`src/rtl/regfile_wb_scheduler_if.sv`:
```
// Writeback scheduler bus: the two writeback producers, the decode
// issue/hazard port and the registered register-file write port.
interface regfile_wb_scheduler_if #(
  parameter int DATA_W = 32,
  parameter int ADDR_W = 5
);
  // ALU writeback producer
  logic              alu_valid;
  logic [ADDR_W-1:0] alu_addr;
  logic [DATA_W-1:0] alu_data;
  logic              alu_ready;

  // Load/store unit writeback producer
  logic              lsu_valid;
  logic [ADDR_W-1:0] lsu_addr;
  logic [DATA_W-1:0] lsu_data;
  logic              lsu_ready;

  // Decode: destination dispatch and source hazard lookup
  logic              issue_valid;
  logic [ADDR_W-1:0] issue_addr;
  logic              issue_ready;
  logic [ADDR_W-1:0] A1;
  logic [ADDR_W-1:0] A2;
  logic              hazard1;
  logic              hazard2;

  // Register file write port and status
  logic              WE3;
  logic [ADDR_W-1:0] A3;
  logic [DATA_W-1:0] WD3;
  logic              idle;

  // Producer/decode side
  modport master (
    output alu_valid, alu_addr, alu_data,
    input  alu_ready,
    output lsu_valid, lsu_addr, lsu_data,
    input  lsu_ready,
    output issue_valid, issue_addr,
    input  issue_ready,
    output A1, A2,
    input  hazard1, hazard2,
    input  WE3, A3, WD3, idle
  );

  // Scheduler side
  modport slave (
    input  alu_valid, alu_addr, alu_data,
    output alu_ready,
    input  lsu_valid, lsu_addr, lsu_data,
    output lsu_ready,
    input  issue_valid, issue_addr,
    output issue_ready,
    input  A1, A2,
    output hazard1, hazard2,
    output WE3, A3, WD3, idle
  );
endinterface

```
`src/rtl/regfile_wb_scheduler.sv`:
```
// Writeback scheduler for a single-write-port register file.
// Round-robin arbitration between ALU and LSU writebacks, a one-entry
// registered write port (WE3/A3/WD3), and a per-register busy scoreboard
// used by decode for RAW hazard detection and WAW issue stalls.
module regfile_wb_scheduler #(
  parameter int DATA_W   = 32,
  parameter int ADDR_W   = 5,
  parameter int NUM_REGS = 32
) (
  input logic                CLK,
  input logic                rst,
  regfile_wb_scheduler_if.slave bus
);

  typedef enum logic {
    SRC_ALU = 1'b0,
    SRC_LSU = 1'b1
  } src_e;

  src_e                rr_last;
  src_e                rr_next;

  logic                alu_grant;
  logic                lsu_grant;
  logic                win_fire;
  logic [ADDR_W-1:0]   win_addr;
  logic [DATA_W-1:0]   win_data;
  logic                we_nxt;

  logic                we_p1;
  logic [ADDR_W-1:0]   addr_p1;
  logic [DATA_W-1:0]   data_p1;

  logic [NUM_REGS-1:0] busy;
  logic [NUM_REGS-1:0] busy_nxt;
  logic                issue_fire;

  // Round-robin grant: a lone requester always wins; on a conflict the
  // requester that did not win last time wins.
  always_comb begin
    alu_grant = 1'b0;
    lsu_grant = 1'b0;
    if (bus.alu_valid && bus.lsu_valid) begin
      alu_grant = (rr_last == SRC_LSU);
      lsu_grant = (rr_last == SRC_ALU);
    end else begin
      alu_grant = bus.alu_valid;
      lsu_grant = bus.lsu_valid;
    end
  end

  assign bus.alu_ready = alu_grant;
  assign bus.lsu_ready = lsu_grant;

  // Select the winning request; register 0 writes are accepted but dropped.
  always_comb begin
    win_fire = alu_grant || lsu_grant;
    win_addr = bus.lsu_addr;
    win_data = bus.lsu_data;
    if (alu_grant) begin
      win_addr = bus.alu_addr;
      win_data = bus.alu_data;
    end
    we_nxt = win_fire && (win_addr != '0);
  end

  // Next round-robin pointer follows the requester granted this cycle.
  always_comb begin
    rr_next = rr_last;
    if (alu_grant) begin
      rr_next = SRC_ALU;
    end else if (lsu_grant) begin
      rr_next = SRC_LSU;
    end
  end

  // Round-robin pointer register; after reset the ALU wins the first conflict.
  always_ff @(posedge CLK or posedge rst) begin
    if (rst) begin
      rr_last <= SRC_LSU;
    end else begin
      rr_last <= rr_next;
    end
  end

  // ---- stage p0 -> p1: accepted writeback becomes the register file write ----
  // The output register is refilled every cycle; address/data only load on a
  // transfer so they stay quiet while the port is idle.
  always_ff @(posedge CLK or posedge rst) begin
    if (rst) begin
      we_p1   <= 1'b0;
      addr_p1 <= '0;
      data_p1 <= '0;
    end else begin
      we_p1 <= we_nxt;
      if (win_fire) begin
        addr_p1 <= win_addr;
        data_p1 <= win_data;
      end
    end
  end

  assign bus.WE3 = we_p1;
  assign bus.A3  = addr_p1;
  assign bus.WD3 = data_p1;

  // A destination may be re-issued in the very cycle its pending write lands.
  always_comb begin
    bus.issue_ready = 1'b1;
    if (bus.issue_addr != '0) begin
      bus.issue_ready = !busy[bus.issue_addr] ||
                        (we_p1 && (addr_p1 == bus.issue_addr));
    end
  end

  assign issue_fire = bus.issue_valid && bus.issue_ready &&
                      (bus.issue_addr != '0);

  // Scoreboard update: clear on the landing write, then a same-cycle issue
  // to the same register re-sets it. Register 0 is never tracked.
  always_comb begin
    busy_nxt = busy;
    if (we_p1) begin
      busy_nxt[addr_p1] = 1'b0;
    end
    if (issue_fire) begin
      busy_nxt[bus.issue_addr] = 1'b1;
    end
    busy_nxt[0] = 1'b0;
  end

  // Scoreboard register.
  always_ff @(posedge CLK or posedge rst) begin
    if (rst) begin
      busy <= '0;
    end else begin
      busy <= busy_nxt;
    end
  end

  // Hazards drop the cycle after the write lands, when the register file
  // read already returns the new value, so no bypass path is needed.
  assign bus.hazard1 = busy[bus.A1] && (bus.A1 != '0);
  assign bus.hazard2 = busy[bus.A2] && (bus.A2 != '0);
  assign bus.idle    = (busy == '0) && !we_p1;

endmodule

```
`src/flat_wrapper.sv`:
```
// flat-port wrapper written by rule: the top's interface ports become plain ports
module regfile_wb_scheduler_flat 
#(
  parameter int DATA_W   = 32,
  parameter int ADDR_W   = 5,
  parameter int NUM_REGS = 32
)
  (CLK, rst, bus_alu_valid, bus_alu_addr, bus_alu_data, bus_alu_ready, bus_lsu_valid, bus_lsu_addr, bus_lsu_data, bus_lsu_ready, bus_issue_valid, bus_issue_addr, bus_issue_ready, bus_A1, bus_A2, bus_hazard1, bus_hazard2, bus_WE3, bus_A3, bus_WD3, bus_idle);
  regfile_wb_scheduler_if #(.DATA_W(DATA_W), .ADDR_W(ADDR_W)) bus_i ();
  input logic CLK;
  input logic rst;
  input wire logic [$bits(bus_i.alu_valid)-1:0] bus_alu_valid;
  input wire logic [$bits(bus_i.alu_addr)-1:0] bus_alu_addr;
  input wire logic [$bits(bus_i.alu_data)-1:0] bus_alu_data;
  output wire logic [$bits(bus_i.alu_ready)-1:0] bus_alu_ready;
  input wire logic [$bits(bus_i.lsu_valid)-1:0] bus_lsu_valid;
  input wire logic [$bits(bus_i.lsu_addr)-1:0] bus_lsu_addr;
  input wire logic [$bits(bus_i.lsu_data)-1:0] bus_lsu_data;
  output wire logic [$bits(bus_i.lsu_ready)-1:0] bus_lsu_ready;
  input wire logic [$bits(bus_i.issue_valid)-1:0] bus_issue_valid;
  input wire logic [$bits(bus_i.issue_addr)-1:0] bus_issue_addr;
  output wire logic [$bits(bus_i.issue_ready)-1:0] bus_issue_ready;
  input wire logic [$bits(bus_i.A1)-1:0] bus_A1;
  input wire logic [$bits(bus_i.A2)-1:0] bus_A2;
  output wire logic [$bits(bus_i.hazard1)-1:0] bus_hazard1;
  output wire logic [$bits(bus_i.hazard2)-1:0] bus_hazard2;
  output wire logic [$bits(bus_i.WE3)-1:0] bus_WE3;
  output wire logic [$bits(bus_i.A3)-1:0] bus_A3;
  output wire logic [$bits(bus_i.WD3)-1:0] bus_WD3;
  output wire logic [$bits(bus_i.idle)-1:0] bus_idle;
  assign bus_i.alu_valid = bus_alu_valid;
  assign bus_i.alu_addr = bus_alu_addr;
  assign bus_i.alu_data = bus_alu_data;
  assign bus_alu_ready = bus_i.alu_ready;
  assign bus_i.lsu_valid = bus_lsu_valid;
  assign bus_i.lsu_addr = bus_lsu_addr;
  assign bus_i.lsu_data = bus_lsu_data;
  assign bus_lsu_ready = bus_i.lsu_ready;
  assign bus_i.issue_valid = bus_issue_valid;
  assign bus_i.issue_addr = bus_issue_addr;
  assign bus_issue_ready = bus_i.issue_ready;
  assign bus_i.A1 = bus_A1;
  assign bus_i.A2 = bus_A2;
  assign bus_hazard1 = bus_i.hazard1;
  assign bus_hazard2 = bus_i.hazard2;
  assign bus_WE3 = bus_i.WE3;
  assign bus_A3 = bus_i.A3;
  assign bus_WD3 = bus_i.WD3;
  assign bus_idle = bus_i.idle;
  regfile_wb_scheduler #(.DATA_W(DATA_W), .ADDR_W(ADDR_W), .NUM_REGS(NUM_REGS)) u_core (.CLK(CLK), .rst(rst), .bus(bus_i));
endmodule
```
`config.mk`:
```
export PLATFORM = sky130hd
export DESIGN_NAME = regfile_wb_scheduler_flat
export DESIGN_NICKNAME = d
export VERILOG_FILES = /design/src/rtl/regfile_wb_scheduler_if.sv /design/src/rtl/regfile_wb_scheduler.sv /design/src/flat_wrapper.sv
export SDC_FILE = /design/constraint.sdc
export NUM_CORES = 1
export LEC_CHECK = 0
export BUFFER_PORTS_ARGS = -buffer_cell sky130_fd_sc_hd__buf_2
export CAP_MARGIN = 20
export CORE_UTILIZATION = 45
export DETAILED_ROUTE_END_ITERATION = 8
export MAX_ROUTING_LAYER = met4
export PLACE_DENSITY = 0.72
export SYNTH_ARGS = -nofsm -noshare
export SYNTH_HDL_FRONTEND = slang
export SYNTH_SLANG_ARGS = --single-unit
```
`constraint.sdc`:
```
create_clock -name CLK -period 5.5 [get_ports CLK]
set_clock_uncertainty 0.05 [all_clocks]
set_input_delay 0.275 -clock CLK [delete_from_list [all_inputs] [get_ports CLK]]
set_output_delay 0.275 -clock CLK [all_outputs]
set_load 0.02 [all_outputs]
```
**Word-level counts from Yosys, hierarchy flattened**

Cells that the tools add are included.

- Order comparisons: 6
- Reductions and logical operators: 20
- Mux-type cells: 19
- Shift operators: 0
- Equal/unequal tests: 1
- Add/sub/neg operators: 0
- Div/mod/pow operators: 0
- Bitwise logic cells: 4
- Multiply operators: 0

Operator list:

| operator | number |
|---|---|
| 32-bit 2-to-1 mux | 3 |
| 32-bit bitwise AND | 1 |
| 32-bit zero test | 1 |
| 32-bit inverter | 1 |
| 32-bit OR | 1 |
| 5-bit by 6-bit less-than comparator with 1-bit output, second input constant | 4 |
| 5-bit nonzero test | 4 |
| 1-bit binary-select mux with 5-bit select | 3 |
| 1-bit demux with 5-bit select | 2 |
| 5-bit by 1-bit greater-or-equal comparator with 1-bit output, second input constant | 2 |
| 1-bit logical AND | 10 |
| 1-bit 2-to-1 mux | 10 |
| 5-bit == test | 1 |
| 5-bit 2-to-1 mux | 1 |
| 1-bit zero test | 2 |
| 1-bit logical OR | 2 |
| 2-bit nonzero test | 1 |
| 1-bit inverter | 1 |

- Memories: 0
- Bits in registers: 70
- Output and inout bits: 44
- Latch bits: 0
- Bits in writable memories: 0
- Input port bits: 94
- ROM bits: 0

**Longest topological paths before layout**

- Word-level depth: 9
- Gate-level depth with buffers: 9
- Gate-level depth less buffers: 5

**Least setup slack after synthesis**

OpenSTA, ideal clock, no wires.

- Path kind: input to output
- Start: input port bus_A1[0]
- End: output port bus_hazard1
- Data arrival time: 1.791 ns
- Setup slack: 3.384 ns
- Stages: 4
- Path buffers: 1
- Required time: 5.175 ns
- Cells stage by stage: buf_2 mux4_2 mux4_2 mux2_2

- Cells in the longest elaborated chain, start to end: 3
- Elaborated cells between the ends (all ways): 4
- Those cells by class: mux: 2; reduce/logical: 2

RTL lines:

| element | line | RTL |
|---|---|---|
| start, declared | flat_wrapper.sv:23 | `input wire logic [$bits(bus_i.A1)-1:0] bus_A1;` |
| 1-bit binary-select mux with 5-bit select | regfile_wb_scheduler.sv:143 | `assign bus.hazard1 = busy[bus.A1] && (bus.A1 != '0);` |
| 1-bit 2-to-1 mux (not written as such) | regfile_wb_scheduler.sv:143 |  |
| 1-bit logical AND (*) | regfile_wb_scheduler.sv:143 |  |
| end, declared | flat_wrapper.sv:25 | `output wire logic [$bits(bus_i.hazard1)-1:0] bus_hazard1;` |

Mark *: on every way between the ends. The rest lies on a longest branch, timed or not. The select of a mux whose other input is x is not followed.

**Worst setup path in the final report**

- Start: register u_core.addr_p1[0] (netlist: u_core.bus.A3[0])
- End: output port bus_issue_ready

- Cells in the longest elaborated chain, start to end: 4

RTL lines:

| element | line | RTL |
|---|---|---|
| start, declared | regfile_wb_scheduler.sv:31 | `logic [ADDR_W-1:0] addr_p1;` |
| start signal, assigned | regfile_wb_scheduler.sv:97 | `addr_p1 <= win_addr;` |
| 5-bit == test | regfile_wb_scheduler.sv:112 | `(we_p1 && (addr_p1 == bus.issue_addr));` |
| 1-bit logical AND | regfile_wb_scheduler.sv:112 |  |
| 1-bit logical OR | regfile_wb_scheduler.sv:111 | `bus.issue_ready = !busy[bus.issue_addr] \|\|` |
| 1-bit 2-to-1 mux | regfile_wb_scheduler.sv:110 | `if (bus.issue_addr != '0) begin` |
| end, declared | flat_wrapper.sv:22 | `output wire logic [$bits(bus_i.issue_ready)-1:0] bus_issue_ready;` |

No other way between the ends.

==> flow_summary.yaml <==
outcome:
  status: "finished clean"
power:
  total_power_w: 0.001978
  p_per_area_nw_per_um2: 374.2
  ir_drop_uv: 167.9
  leakagePower_nw: 2.252
placement:
  dp_hpwl_mm: 9.086
  gp_congestion: 0.9006
  port_buffers: 137
  pre_cts_ws_ns: 3.097
yosys:
  yosys.area.top_type: "dfrtp_1"
  synth-seq-cells: 70
  yosysWarningCount: 0
  synthArstFlopShare_pct: 100.0
  syn_inst: 473
  synth.top_cells.by_area: "dfrtp_1, mux4_2, nor2_1, nand2_1, o22ai_1"
  synth-main-ff-cell: "dfrtp_1"
  synth_edf_count: 0
  yosysSeqAreaShare_pct: 40.20
  yosys.cell_types.count: 40
  syn_area_per_cell_um2: 9.219
  netlist.area_leader.share_pct: 39.60
  synth_nets: 567
  synthesis.area_um2: 4360
cts:
  cts_hold_buffers: 0
  cts_resized: 0
  post-cts-setup-buffers: 0
  clk_pin_slew_ns: 0.08
  clock_tree.root_cell: "clkbuf_8"
  max-clock-path-buffers: 2
  htreeDepth: 3
  clkSinkCount: 70
  cts_made_buffers: 9
  clk_latency_ns: 0.34
  cts_tree: "built"
route:
  wl_per_cell_um: 17.45
  vias_per_cell: 5.930
  vias: 4258
  drc: 0
  dr.pass1.iters: 5
  wirelength_mm: 12.53
  drtIter0Drc: 234
  drtAntennaViolNets: 0
layout:
  final_net_count: 678
  fill_cells: 870
  drive_above_1_share_pct: 34.13
  area_growth_pct: 21.26
  final_util_pct: 56.69
  seqCellArea_um2: 1753
  multi_input_area_um2: 2410
  antenna_cells: 0
worst_setup_path:
  critPathArrivalTime_ns: 2.42
  critPathMaxStageDelay_ns: 0.55
  startpoint_type: "register"
  worst_ep_required_time_ns: 5.18
  cp-end-kind: "primary output"
  critPathTopFamily: "simple AND/OR/NAND/NOR gates"
  crit_fanout: 17
  worstPathCellList: "xor2_1, nor4_1, and3_1, buf_4, inv_1, nand2_1, buf_2"
  slowest_stage: "and3_1"
  crit_buf_inv: 3
  critPathKind: "reg2out"
floorplanning:
  die-height_um: 100.4
  pin_count: 138
  start_util_pct: 46.75
  die_w_um: 100.4
  core_um2: 9328
  die-area_um2: 10090
  num_rows: 35
hold_path:
  hp-class: "in2reg"
global_routing:
  grt_max_degree: 71
  grt_pass1_wl_mm: 20.15
  grt_antenna_before_repair: 0
  grt_pass1_vias: 4071
  grt.total_usage_pct: 26.60
  grt_overflow: 0
sta:
  drv_slew: 0
  timing.final.crit_share_pct: 49.89
  fin_ws_ns: 2.756
  grt_setup_unrepaired: "false"
  slew_headroom_pct: 33.92
  hold_viol_final: 0
  fmax_mhz: 364.4
  fin_setup_tns_ns: 0
  setup_viol: 0
  worst_slew_pin_slew_ns: 0.9869
  period_minus_slack_ns: 2.744
run:
  max_cap_violations: 0
## sequential cells by signal, indices dropped and copies added, names as in the netlist
name,flops
u_core.bus.A3,5
u_core.bus.WE3,1
u_core.busy,31
u_core.bus.WD3,32
u_core.rr_last,1
## per-layer routing
metal	share of wire, %	wire length (um)	vias to the layer above	global-route usage (%)
li1	-	-	1975	-
met1	40	4976	1966	33.29
met2	48	5962	287	41.46
met3	9.8	1222	30	5.710
met4	3.0	370	0	12.15
met5	0	0	-	-
## worst paths after layout
path	end	depth (start not counted)	from	slack, ns
worst max-delay path	bus_issue_ready	7	u_core.bus.A3[0]$_DFFE_PP0P_	2.76
worst min-delay path	u_core.bus.WD3[8]$_DFFE_PP0P_	3	bus_lsu_data[8]	0.12
worst max register to register	u_core.busy[18]$_DFF_PP0_	6	u_core.bus.A3[0]$_DFFE_PP0P_	3.31
max in group asynchronous	u_core.busy[20]$_DFF_PP0_	3	rst	4.67
worst min register to register	u_core.bus.WD3[5]$_DFFE_PP0P_	2	u_core.bus.WD3[5]$_DFFE_PP0P_	0.46
min in group asynchronous	u_core.bus.WD3[24]$_DFFE_PP0P_	3	rst	0.13
## cell type report
cell class / count / share of cell area, %
Clock buffer: 10 / 2.414
Timing Repair Buffer: 143 / 13.82
Inverter: 5 / 0.3549
Multi-Input combinational cell: 355 / 45.57
Sequential cell: 70 / 33.15
Clock inverter: 6 / 1.633
Tap cell: 129 / 3.053
## report_power, final
group	leakage [nW]	internal, W	switching (W)	total, W
Clock	0.106	0.000255	0.000197	0.000451
Sequential	0.825	0.000647	0.000210	0.000857
Combinational	1.32	0.000342	0.000328	0.000670
Total	2.25	0.00124	0.000735	0.00198
## cell usage in the layout (no fill, tap or decap), types with 4 or more instances in the layout
cell	count
o221a_2	6
o21ai_1	29
dfrtp_1	69
nand4_1	4
o21a_1	17
nor4_1	9
and3_1	4
a32oi_1	15
mux2_2	6
o22ai_1	32
mux4_2	21
nor2_1	71
mux2i_1	14
buf_4	6
clkbuf_8	9
inv_1	4
o21ai_0	4
xor2_1	4
nand2_1	64
a31oi_1	16
buf_2	137
nor3b_1	4
nand3b_1	5
## synth_stat cells (all sizes together), types with 3 or more instances
library cell / number
nor3b: 6
o22ai: 32
a22oi: 3
o221a: 6
nand2: 64
o21a: 17
and3: 4
nand4: 4
a31oi: 16
inv: 5
nand3b: 5
clkbuf: 22
or2: 3
mux2: 6
nor4: 9
nand3: 3
mux2i: 14
dfrtp: 69
buf: 21
nor2: 71
o21ai: 34
xor2: 4
nor2b: 3
mux4: 21
a32oi: 15
## through the flow
step	instances	area [um^2]	hold WS (ns)
3_5_place_dp	701	5066	0.4461
6_report	718	5288	0.1156
4_1_cts	717	5280	0.1016
2_1_floorplan	473	4360	0.3573
5_1_grt	718	5288	0.09874
3_3_place_gp	701	5066	0.4366
## kinds of logic after synthesis
logic type,after synthesis,synth area share (%)
simple gates,182,18.82
mux,41,15.61
flops,70,40.20
compound gates,127,19.63
xor+xnor,5,1.004
buf+inv,48,4.734
## tightest hold or removal path, delay by kind of cell
family	cells	cell delay [ns]
AO/OA/AOI/OAI	1	0.05
buffers and inverters	1	0.08
AND/OR/NAND/NOR	1	0.07
No activity file was read; power rests on OpenSTA's default activity.
